$ cat config.mk
export PLATFORM = sky130hd
export DESIGN_NAME = hamming_decoder
export DESIGN_NICKNAME = d
export VERILOG_FILES = /design/src/rtl/hamming_pkg.sv /design/src/rtl/hamming_syndrome.sv /design/src/rtl/hamming_decoder.sv
export SDC_FILE = /design/constraint.sdc
export NUM_CORES = 1
export LEC_CHECK = 0
export BUFFER_PORTS_ARGS = -buffer_cell sky130_fd_sc_hd__buf_2
export CAP_MARGIN = 25
export CORE_MARGIN = 2
export CORE_UTILIZATION = 47
export CTS_BUF_LIST = sky130_fd_sc_hd__clkbuf_2
export CTS_CLUSTER_DIAMETER = 120
export DETAILED_ROUTE_END_ITERATION = 10
export GPL_ROUTABILITY_DRIVEN = 0
export PLACE_DENSITY_LB_ADDON = 0.2
export SETUP_SLACK_MARGIN = 0.2
export SKIP_CTS_REPAIR_TIMING = 1
export SLEW_MARGIN = 20
export SYNTH_ARGS = -nofsm -noshare
export SYNTH_HDL_FRONTEND = slang
export SYNTH_SLANG_ARGS = --single-unit
export TNS_END_PERCENT = 20
$ cat constraint.sdc
create_clock -name clk -period 3.2 [get_ports clk]
set_clock_uncertainty 0.1 [all_clocks]
set_input_delay 0.32 -clock clk [delete_from_list [all_inputs] [get_ports clk]]
set_output_delay 0.32 -clock clk [all_outputs]
set_load 0.02 [all_outputs]
$ cat src/rtl/hamming_pkg.sv
// rtl/hamming_pkg.sv - shared Hamming(21,16) constants, syndrome and encode helpers
// Purpose: code geometry, parity/data index maps and the syndrome function
//          shared by the encoder and decoder sides of the link.
// Ports:   none (package).
package hamming_pkg;
  localparam int HAM_N = 21;
  localparam int HAM_K = 16;
  localparam int HAM_P = 5;

  // Codeword bit i carries Hamming position i+1; parity sits at positions 2^j.
  localparam int PARITY_IDX [HAM_P] = '{0, 1, 3, 7, 15};
  localparam int DATA_IDX [HAM_K] = '{2, 4, 5, 6, 8, 9, 10, 11, 12, 13, 14,
                                      16, 17, 18, 19, 20};

  // XOR-accumulating the 1-based position of every set bit evaluates all five
  // even-parity checks at once.
  function automatic logic [HAM_P-1:0] ham_syndrome(input logic [HAM_N-1:0] cw);
    logic [HAM_P-1:0] s;
    s = '0;
    for (int i = 0; i < HAM_N; i++) begin
      s = s ^ ({HAM_P{cw[i]}} & HAM_P'(i + 1));
    end
    return s;
  endfunction

  function automatic logic [HAM_K-1:0] ham_extract(input logic [HAM_N-1:0] cw);
    logic [HAM_K-1:0] d;
    d = '0;
    for (int k = 0; k < HAM_K; k++) begin
      d[k] = cw[DATA_IDX[k]];
    end
    return d;
  endfunction

  function automatic logic [HAM_N-1:0] ham_encode(input logic [HAM_K-1:0] d);
    logic [HAM_N-1:0] cw;
    logic [HAM_P-1:0] s;
    cw = '0;
    for (int k = 0; k < HAM_K; k++) begin
      cw[DATA_IDX[k]] = d[k];
    end
    // Parity bits are still zero here, so the syndrome is exactly the parity needed.
    s = ham_syndrome(cw);
    for (int p = 0; p < HAM_P; p++) begin
      cw[PARITY_IDX[p]] = s[p];
    end
    return cw;
  endfunction
endpackage

$ cat src/rtl/hamming_syndrome.sv
// rtl/hamming_syndrome.sv - combinational 5-bit syndrome of a 21-bit codeword
// Purpose: syndrome generator used by the decoder's first stage.
// Ports:   codeword_i - received codeword, bit i is Hamming position i+1
//          syndrome_o - 5-bit syndrome (0 = clean, else error position)
module hamming_syndrome
  import hamming_pkg::*;
(
  input  logic [HAM_N-1:0] codeword_i,
  output logic [HAM_P-1:0] syndrome_o
);

  assign syndrome_o = ham_syndrome(codeword_i);

endmodule

$ cat src/rtl/hamming_decoder.sv
// rtl/hamming_decoder.sv - two-stage SEC Hamming(21,16) decoder with error counters
// Purpose: accepts codewords on a valid/ready stream, corrects single-bit
//          errors, flags out-of-range syndromes and counts both events.
// Ports:   clk, rst                  - clock, asynchronous active-high reset
//          in_valid/in_ready         - codeword input handshake
//          codeword_in               - received 21-bit codeword
//          out_valid/out_ready       - result output handshake
//          data_out                  - corrected 16-bit data
//          err_corrected, err_uncorr - result flags, qualified by out_valid
//          syndrome_out              - raw syndrome of the result
//          cnt_clear                 - synchronous clear of both counters
//          cnt_corrected, cnt_uncorr - saturating event counters
module hamming_decoder
  import hamming_pkg::*;
#(
  parameter int CNT_W = 16
) (
  input  logic             clk,
  input  logic             rst,
  input  logic             in_valid,
  output logic             in_ready,
  input  logic [HAM_N-1:0] codeword_in,
  output logic             out_valid,
  input  logic             out_ready,
  output logic [HAM_K-1:0] data_out,
  output logic             err_corrected,
  output logic             err_uncorr,
  output logic [HAM_P-1:0] syndrome_out,
  input  logic             cnt_clear,
  output logic [CNT_W-1:0] cnt_corrected,
  output logic [CNT_W-1:0] cnt_uncorr
);

  localparam logic [CNT_W-1:0] CNT_MAX = '1;

  logic             s1_valid_q;
  logic [HAM_N-1:0] s1_cw_q;
  logic [HAM_P-1:0] s1_syn_q;
  logic [HAM_P-1:0] in_syn;
  logic             advance;
  logic             is_corr;
  logic             is_uncorr;
  logic [HAM_N-1:0] flip_mask;
  logic [CNT_W-1:0] cnt_corr_d;
  logic [CNT_W-1:0] cnt_unc_d;

  hamming_syndrome u_syndrome (
    .codeword_i (codeword_in),
    .syndrome_o (in_syn)
  );

  // Both stages move together; the only stall source is a held result.
  assign advance  = !out_valid || out_ready;
  assign in_ready = advance;

  always_comb begin
    is_corr   = (s1_syn_q != '0) && (s1_syn_q <= HAM_P'(HAM_N));
    is_uncorr = s1_syn_q > HAM_P'(HAM_N);
    flip_mask = '0;
    if (is_corr) begin
      flip_mask = HAM_N'(1) << (s1_syn_q - 1'b1);
    end
  end

  always_comb begin
    cnt_corr_d = cnt_corrected;
    cnt_unc_d  = cnt_uncorr;
    if (cnt_clear) begin
      cnt_corr_d = '0;
      cnt_unc_d  = '0;
    end else if (advance && s1_valid_q) begin
      if (is_corr && (cnt_corrected != CNT_MAX)) begin
        cnt_corr_d = cnt_corrected + 1'b1;
      end
      if (is_uncorr && (cnt_uncorr != CNT_MAX)) begin
        cnt_unc_d = cnt_uncorr + 1'b1;
      end
    end
  end

  always_ff @(posedge clk or posedge rst) begin
    if (rst) begin
      s1_valid_q    <= 1'b0;
      s1_cw_q       <= '0;
      s1_syn_q      <= '0;
      out_valid     <= 1'b0;
      data_out      <= '0;
      err_corrected <= 1'b0;
      err_uncorr    <= 1'b0;
      syndrome_out  <= '0;
      cnt_corrected <= '0;
      cnt_uncorr    <= '0;
    end else begin
      if (advance) begin
        s1_valid_q <= in_valid;
        if (in_valid) begin
          s1_cw_q  <= codeword_in;
          s1_syn_q <= in_syn;
        end
        out_valid <= s1_valid_q;
        // Bubbles leave the last result's fields in place; out_valid qualifies them.
        if (s1_valid_q) begin
          data_out      <= ham_extract(s1_cw_q ^ flip_mask);
          err_corrected <= is_corr;
          err_uncorr    <= is_uncorr;
          syndrome_out  <= s1_syn_q;
        end
      end
      cnt_corrected <= cnt_corr_d;
      cnt_uncorr    <= cnt_unc_d;
    end
  end

endmodule

==> run metrics, run 1 <==
sw frac roughly 38%; Final Hold Vio Count 0; layout cells sized above 1 26.6%; Via Count between 3,000 and 4,000; Clock power frac 21.1%; YS warnings 0; worst r2r path cells 5; num ports between 80 and 90; initial antenna violation count 0; status finished clean; Area contributors post-synth dfrtp_1 (47%), xnor2_1 (9.3%), nand2_1 (6.1%); post-route setup slack 1.01 ns; hold path endpoint s1_cw_q[20]; Hold Path Class in2reg; max_slew headroom 38.0%; placed cells between 500 and 600; Hold WS about 0.013 ns; critical path type reg2reg; Core Footprint between 0.008 and 0.009 mm^2; Peak VDD IR about 300 uV; RR Startpoint out_valid; first-pass GRT wire length ~15,000 um; Clock transition at path regs 0.22 ns; Clock Latency Late Sink 0.51 ns; Die Area about 0.0096 mm^2; pin count of the biggest net entering global routing 36; CP Capture Type flop; asr flop ratio synth 100%; Flop pwr share between 40% and 50%; Post-Layout Cell Count between 600 and 700; ANT nets after route 0; Post-route DRC 0; RR Endpoint cnt_corrected[7]; WHS Path Cells 2; worst slack at placement 0.963 ns; final wirelength ~8700 um; switching power approximately 1.1 mW; total CTS buffers 9; hold path startpoint codeword_in[20]; crit path max fanout 12; internal power 1.80 mW; Post-synth top flop dfrtp_1; Setup Viol. Count Final 0; Syn Std Cell Area a little over 0.004 mm^2; FP Rows 34; Global Route Usage Sum a little under a fifth; Storage cell area just under 0.002 mm^2; multi-input logic area roughly 0.0021 mm^2; Layout area overhead 18.6%; top cells by count, synth dfrtp_1 (78), nand2_1 (67), xnor2_1 (44), nor2_1 (30), o21ai_0 (28); most common cell in the netlist dfrtp_1; Mapped Cells ~420; FF+latch count, synth slightly below 80; Startpoint Class flop; H-tree Lvls 3; fillers 774; CTS Root Cell clkbuf_2; vias in the first global route roughly 3,200; Yosys top cell by area dfrtp_1; Nets 540; Static Leak 2.15 nW; Max Cap Violations 0; Via density roughly 5.2; PwrDens 588 mW/mm^2; Synth Area per Inst 9.97 um^2; unrepaired setup endpoints after global routing false; Avg WL per Cell 13.9 um; CTS tree yes; Slew Limit Fails 0; clock sinks between 70 and 80; number of synthesized flops with an enable pin 0; clock buffer depth 2; Die Width slightly below 100 um; register area share after synthesis between 40% and 50%; Worst R2R Setup Slack roughly 1 ns; Synth top area share 47.0%; Logic pwr share around a third; diode count 0; Final period util approximately two thirds; setup_tns 0 ns; f_max 457 MHz; Worst EP arrival around 2.5 ns; HPWL after DPL around 6300 um; fin crit period 2.19 ns; Port Buf Inserts just over 80; Congestion Overflow GR 0; count of different cell masters after synthesis 50; number of detailed-route iterations in the first pass 4; worst-margin pin slew roughly 0.93 ns; CP required roughly 3.6 ns; Initial Util about half; Die Span Y a little under 100 um; syn nets 445; initial drt markers ~110
through the flow:
stage          power, mW  utilization (%)  cell area, um^2
2_1_floorplan       2.03                -             4150
3_3_place_gp        2.29             53.6             4630
3_5_place_dp        2.31             53.6             4630
4_1_cts             2.92             55.1             4760
5_1_grt             3.09             57.0             4920
6_report            2.89             57.0             4920
registers in the layout, indices dropped and copies added, names as in the netlist:
register       flops
err_uncorr         1
err_corrected      1
cnt_uncorr        16
data_out          16
s1_cw_q           16
cnt_corrected     16
syndrome_out       5
s1_valid_q         1
out_valid          1
s1_syn_q           5
power groups by stage:
stage	sequential (mW)	clock [mW]	combinational (mW)
floorplan	1.46	0	0.569
global placement	1.36	0	0.923
detailed placement	1.37	0	0.939
CTS	1.35	0.629	0.942
global route	1.38	0.663	1.05
finish	1.34	0.611	0.941
final cells by class:
class / count / area share (%)
Multi-Input combinational cell: 310 / 41.8
Inverter: 9 / 0.686
Timing Repair Buffer: 103 / 12.4
Sequential cell: 78 / 39.7
Clock inverter: 7 / 1.81
Clock buffer: 9 / 0.915
Tap cell: 108 / 2.75
routing by layer:
| layer | track usage [%] | vias up | share of wire [%] |
|---|---|---|---|
| met2 | 31.1 | 64 | 49 |
| met4 | 6.20 | 0 | 0.64 |
| li1 | - | 1626 | - |
| met3 | 3.29 | 5 | 4.0 |
| met1 | 25.8 | 1542 | 46 |
| met5 | 0 | - | 0 |
cells in the final DEF, fill, tap and decap left out, types with 3 or more instances in the layout:
cell type      Yosys  final
or3_1              7      7
xor2_1            20     20
clkbuf_2           0      9
nor3b_1            4      4
nor3_1             6      6
nand4_1            7      7
o21ai_0           28     28
nand3_1            9      9
nand2b_1           3      3
ha_1               3      3
nor2_1            30     30
o21ai_1            3      3
nor4_1             6      6
a2111oi_2          3      3
a211oi_1           5      5
buf_4              4      5
buf_2              3     82
o31ai_1            4      4
inv_1              9      8
dlygate4sd3_1      0     16
a21oi_1           11     11
mux2_2            19     19
dfrtp_1           78     78
xnor2_1           44     44
nand2_1           67     67
or4_1              5      5
worst max-delay path: stages (launching register included):
cell      delay [ns]
dfrtp_1         0.42
nand2b_1        0.23
and2_1          0.42
o211ai_2        0.30
or3_2           0.51
a21oi_1         0.15
worst max-delay path by stage:
stage	startpoint	end	slack, ns
floorplan	rst	cnt_corrected[0]	0.78
global placement	out_ready	cnt_corrected[7]	1.05
detailed placement	out_ready	cnt_corrected[7]	0.96
CTS	out_valid	cnt_corrected[7]	0.97
global route	s1_syn_q[0]	data_out[10]	0.76
finish	out_valid	cnt_corrected[7]	1.01
cells by family (layout without fill, tap and decap cells):
logic type | Yosys count | count (layout) | synth area share, %
adder cells (fa/ha/maj) | 3 | 3 | 0.905
multiplexers | 21 | 21 | 5.64
XOR/XNOR | 64 | 64 | 13.5
buffers and inverters | 28 | 128 | 3.35
AND/OR/NAND/NOR | 161 | 161 | 19.8
flip-flops | 78 | 78 | 47.0
AO/OA/AOI/OAI | 61 | 61 | 9.74
(Power assumes the default switching activity.)
==> run 2: changes to the inputs <==
--- a/config.mk
+++ b/config.mk
@@ -5,6 +5,7 @@
 export SDC_FILE = /design/constraint.sdc
 export NUM_CORES = 1
 export LEC_CHECK = 0
+export ABC_AREA = 1
 export BUFFER_PORTS_ARGS = -buffer_cell sky130_fd_sc_hd__buf_2
 export CAP_MARGIN = 25
 export CORE_MARGIN = 2
==> constraint.sdc (replaced) <==
create_clock -name clk -period 2.09 [get_ports clk]
set_clock_uncertainty 0.1 [all_clocks]
set_input_delay 0.209 -clock clk [delete_from_list [all_inputs] [get_ports clk]]
set_output_delay 0.209 -clock clk [all_outputs]
set_load 0.02 [all_outputs]
==> run metrics, run 2 <==
status complete, but fails checks; failing checks negative hold slack; CTS Root Cell clkbuf_2; Die Width 107 um (+8.9%); worst-path cell with the longest stage delay dfrtp_1; CP max stage delay 0.42 ns (-0.09 ns); post-route setup slack 0.275 ns (-0.737 ns); Startpoint Class flop; CP Capture Type flop; Yosys top cell by area dfrtp_1; Final period util 86.9% (+18 points); FP Rows 37 (+8.8%); worst slack at placement 0.179 ns (-0.784 ns); worst path cell trace ha_2, inv_1, nor2_4, nand2_1, o21bai_2, nand2_2, nand2_8, buf_4, nand2_1, o21ai_0; H-tree Lvls 3 (unchanged); Synth top area share 39.4% (-7.6 points); most frequent cells in the layout nand2_1 (269), buf_2 (82), dfrtp_1 (76), inv_1 (70), nand3_1 (66); Bufs and invs on worst path 2 (+2); critical path type reg2reg; clock buffer depth 2 (unchanged); Core Footprint 0.0103 mm^2 (+19%); Hold Path Class in2reg; FF+latch count, synth 78 (unchanged); CP top delay family simple AND/OR/NAND/NOR gates; crit path max fanout 10 (-2); register area share after synthesis 39.4% (-7.6 points); most frequent CP cell nand2_1; Worst EP arrival 2.18 ns (-0.36 ns); top cells by count, synth nand2_1 (269), dfrtp_1 (78), inv_1 (71), nand3_1 (66), nor2_1 (61); max_slew headroom 66.5% (+29 points); Via density 5.01 (-3.5%); Setup crit start cnt_uncorr[1]; Post-synth top flop dfrtp_1; syn nets 744 (+67%); initial drt markers 289 (+170%); Max Cap Violations 0 (unchanged); Peak VDD IR 294 uV (-0.43%); layout cells sized above 1 17.7% (-8.8 points); number of synthesized flops with an enable pin 0 (unchanged); Die Area 0.0114 mm^2 (+19%); total CTS buffers 9 (unchanged); first-pass GRT wire length 19,900 um (+34%); Static Leak 3.14 nW (+46%); Slew Limit Fails 0 (unchanged); RR Startpoint cnt_uncorr[1]; diode count 0 (unchanged); Clock transition at path regs 0.19 ns (-0.03 ns); clock sinks 78 (unchanged); num ports 83 (unchanged); CP required 2.45 ns (-1.10 ns); count of different cell masters after synthesis 32 (-36%); worst-margin pin slew 0.501 ns (-0.427 ns); Avg WL per Cell 12.4 um (-11%); Nets 851 (+58%); Layout area overhead 17.4%; number of detailed-route iterations in the first pass 5 (+1); hold path startpoint codeword_in[20]; Global Route Usage Sum 21.8% (+2.8 points); CTS tree yes; Port Buf Inserts 82 (unchanged); Mapped Cells 715 (+72%); vias in the first global route 4,405 (+40%); Synth Area per Inst 6.93 um^2 (-31%); YS warnings 0 (unchanged); fin crit period 1.82 ns (-0.373 ns); asr flop ratio synth 100% (unchanged); Setup Viol. Count Final 0 (unchanged); commonest non-fill, non-tap cell in the layout nand2_1; f_max 551 MHz (+21%); Hold WS -0.0210 ns (-0.0341 ns); Syn Std Cell Area 0.00495 mm^2 (+19%); Congestion Overflow GR 0 (unchanged); Area contributors post-synth dfrtp_1 (39%), nand2_1 (20%), nand3_1 (6.7%); most common cell in the netlist nand2_1; pin count of the biggest net entering global routing 79 (+120%); Via Count 4,806 (+48%); Die Span Y 107 um (+8.9%); unrepaired setup endpoints after global routing true; initial antenna violation count 0 (unchanged); final wirelength 11,900 um (+36%); Clock Latency Late Sink 0.54 ns (+0.03 ns); Final Hold Vio Count 1 (+1); setup_tns 0 ns (unchanged); Initial Util 48.2% (+0.14 points); HPWL after DPL 8840 um (+40%); ANT nets after route 0 (unchanged); PwrDens 721 mW/mm^2 (+23%); Post-route DRC 0 (unchanged)
==> run 2: metrics by stage <==
stage / instances / util [%] / instance area (um^2) / power (mW)
3_3_place_gp: 921 / 53.3 / 5480 / 3.48
6_report: 960 / 56.6 / 5820 / 4.19
5_1_grt: 960 / 56.6 / 5820 / 4.50
4_1_cts: 934 / 54.0 / 5550 / 4.14
2_1_floorplan: 715 / - / 4960 / 3.07
3_5_place_dp: 921 / 53.3 / 5480 / 3.52
==> run 2: worst min-delay path: stages <==
cell and delay, ns:
buf_2 0.12, inv_1 0.15, o21ai_0 0.11
==> run 2: power by group <==
part	total (mW)	internal, mW	switching, mW
clock network	0.612	0.126	0.486
logic	1.61	0.543	1.06
registers	1.97	1.77	0.207
total	4.19	2.43	1.76
==> run 2: cell type report <==
| type | count | area (um^2) |
|---|---|---|
| Fill cell | 992 | 4460 |
| Sequential cell | 78 | 1950 |
| Timing Repair Buffer | 115 | 723 |
| Clock inverter | 4 | 17.5 |
| Multi-Input combinational cell | 538 | 2600 |
| Clock buffer | 9 | 45.0 |
| Tap cell | 136 | 170 |
| Inverter | 80 | 304 |
==> run 2: kinds of logic after synthesis <==
| kind of cell | share of synthesized area (%) |
|---|---|
| AND/OR/NAND/NOR | 39.8 |
| buffers and inverters | 8.62 |
| flip-flops | 39.4 |
| AO/OA/AOI/OAI | 5.41 |
| XOR/XNOR | 6.01 |
| adder cells (fa/ha/maj) | 0.758 |
==> run 2: final timing paths <==
path	end	cells past startpoint	slack (ns)
setup / recovery	cnt_uncorr[14]	10	0.27
min in group asynchronous	cnt_uncorr[15]	4	0.19
max in group asynchronous	s1_syn_q[1]	4	1.34
setup reg to reg	cnt_uncorr[14]	10	0.27
hold / removal	s1_cw_q[20]	3	-0.02
hold reg to reg	out_valid	2	0.39
==> run 2: per-layer routing <==
layer	GRT usage (%)	vias to the layer above	share of wire, %
met1	27.3	2202	45
met4	9.18	0	2.6
met5	0	-	0
met3	3.83	22	4.0
li1	-	2450	-
met2	37.2	132	48
==> run 3: changes to the inputs <==
--- a/config.mk
+++ b/config.mk
@@ -9,7 +9,7 @@
 export BUFFER_PORTS_ARGS = -buffer_cell sky130_fd_sc_hd__buf_2
 export CAP_MARGIN = 25
 export CORE_MARGIN = 2
-export CORE_UTILIZATION = 47
+export CORE_UTILIZATION = 45
 export CTS_BUF_LIST = sky130_fd_sc_hd__clkbuf_2
 export CTS_CLUSTER_DIAMETER = 120
 export DETAILED_ROUTE_END_ITERATION = 10
==> run metrics, run 3 (synthesis results as in run 2) <==
status finished clean; Slew Limit Fails 0 (unchanged); Hold Path Class in2reg; crit path max fanout 5 (-5); first-pass GRT wire length 20,300 um (+1.7%); Startpoint Class flop; CTS tree yes; fin crit period 1.78 ns (-0.0372 ns); initial drt markers 279 (-3.5%); commonest non-fill, non-tap cell in the layout nand2_1; FP Rows 38 (+2.7%); max_slew headroom 66.5% (about the same); f_max 562 MHz (+2.1%); number of detailed-route iterations in the first pass 5 (unchanged); Die Area 0.0119 mm^2 (+4.3%); pin count of the biggest net entering global routing 40 (-49%); unrepaired setup endpoints after global routing true; Avg WL per Cell 12.6 um (+1.9%); critical path type reg2reg; Worst EP arrival 2.15 ns (-0.03 ns); initial antenna violation count 1 (+1); CTS Root Cell clkbuf_2; layout cells sized above 1 18.6% (+0.86 points); Layout area overhead 20.8%; most frequent cells in the layout nand2_1 (269), buf_2 (82), dfrtp_1 (74), inv_1 (70), nand3_1 (66); CP required 2.46 ns (about the same); total CTS buffers 9 (unchanged); Clock Latency Late Sink 0.54 ns (about the same); clock sinks 78 (unchanged); setup_tns 0 ns (unchanged); Post-Layout Cell Count 970 (+1.0%); placed cells 927 (+0.65%); clock buffer depth 2 (unchanged); final wirelength 12,200 um (+2.9%); worst-margin pin slew 0.501 ns (-0.000126 ns); Die Width 109 um (+2.1%); Peak VDD IR 323 uV (+9.8%); H-tree Lvls 3 (unchanged); Via Count 4,826 (+0.42%); Core Footprint 0.0108 mm^2 (+5.0%); Global Route Usage Sum 21.7% (-0.17 points); Clock transition at path regs 0.20 ns (about the same); CP Capture Type flop; Initial Util 45.9% (-2.3 points); Post-route DRC 0 (unchanged); Congestion Overflow GR 0 (unchanged); Final period util 85.1% (-1.8 points); ANT nets after route 0 (unchanged); Max Cap Violations 0 (unchanged); HPWL after DPL 9210 um (+4.1%); vias in the first global route 4,440 (+0.79%); num ports 83 (unchanged); Via density 4.98 (-0.62%); Final Hold Vio Count 0 (-1); Nets 854 (+0.35%); Static Leak 3.20 nW (+2.1%); Port Buf Inserts 82 (unchanged); Die Span Y 109 um (+2.1%); PwrDens 774 mW/mm^2 (+7.4%); Setup Viol. Count Final 0 (unchanged)
run 3: cell count changes in the layout (fill, tap and decap cells not counted), moves of 2 or more:
cell,delta
nand2_4,+2
nand2_2,-2
clkinv_2,-2
dfrtp_2,+2
bufinv_16,+3
dfrtp_1,-2
buf_12,+2
run 3: layer usage:
metal  global-route usage, %  vias up  routed length (um)
li1                        -     2463                   -
met1                    27.4     2219                5510
met2                    36.0      118                5870
met3                    3.17       26                 462
met4                    10.9        0                 372
met5                       0        -                   0
run 3: final timing paths:
kind                                  startpoint          endpoint  slack [ns]  cells after the start
worst min register to register       data_out[6]       data_out[6]        0.40                      2
worst max register to register  cnt_corrected[1]  cnt_corrected[1]        0.31                      7
max in group asynchronous                    rst       data_out[7]        1.28                      4
worst max-delay path            cnt_corrected[1]  cnt_corrected[1]        0.31                      7
min in group asynchronous                    rst    cnt_uncorr[13]        0.07                      3
worst min-delay path                   cnt_clear  cnt_corrected[1]        0.02                      3
run 3: stage by stage:
step / util (%) / setup WS (ns) / cell area [um^2] / power (mW) / hold slack, ns
2_1_floorplan: - / 0.312 / 4960 / 3.07 / 0.230
3_3_place_gp: 51.1 / 0.234 / 5520 / 3.48 / 0.114
3_5_place_dp: 51.1 / 0.152 / 5520 / 3.51 / 0.119
4_1_cts: 52.5 / 0.107 / 5660 / 4.54 / -0.523
5_1_grt: 55.4 / 0.143 / 5980 / 4.97 / 0.00558
6_report: 55.4 / 0.312 / 5980 / 4.63 / 0.0227
run 3: critical path: stages, from the launching register on:
cell	delay [ns]
dfrtp_2	0.45
ha_1	0.23
inv_2	0.08
nor3_4	0.27
nand3_1	0.17
nand2_1	0.15
nand2_1	0.09
a21oi_1	0.16
run 3: final cells by class:
cell class              count  area, um^2
inverters                  80         308
diodes                      1        2.50
clock buffers               9        45.0
fillers                  1021        4810
well taps                 140         175
multi-input cells         538        2620
flip-flops and latches     78        1960
clock inverters             6         101
repair buffers            118         772
run 3: where the power goes:
group	internal [mW]	switching, mW	total (mW)
Combinational	0.569	1.06	1.63
Clock	0.498	0.522	1.02
Sequential	1.77	0.216	1.98
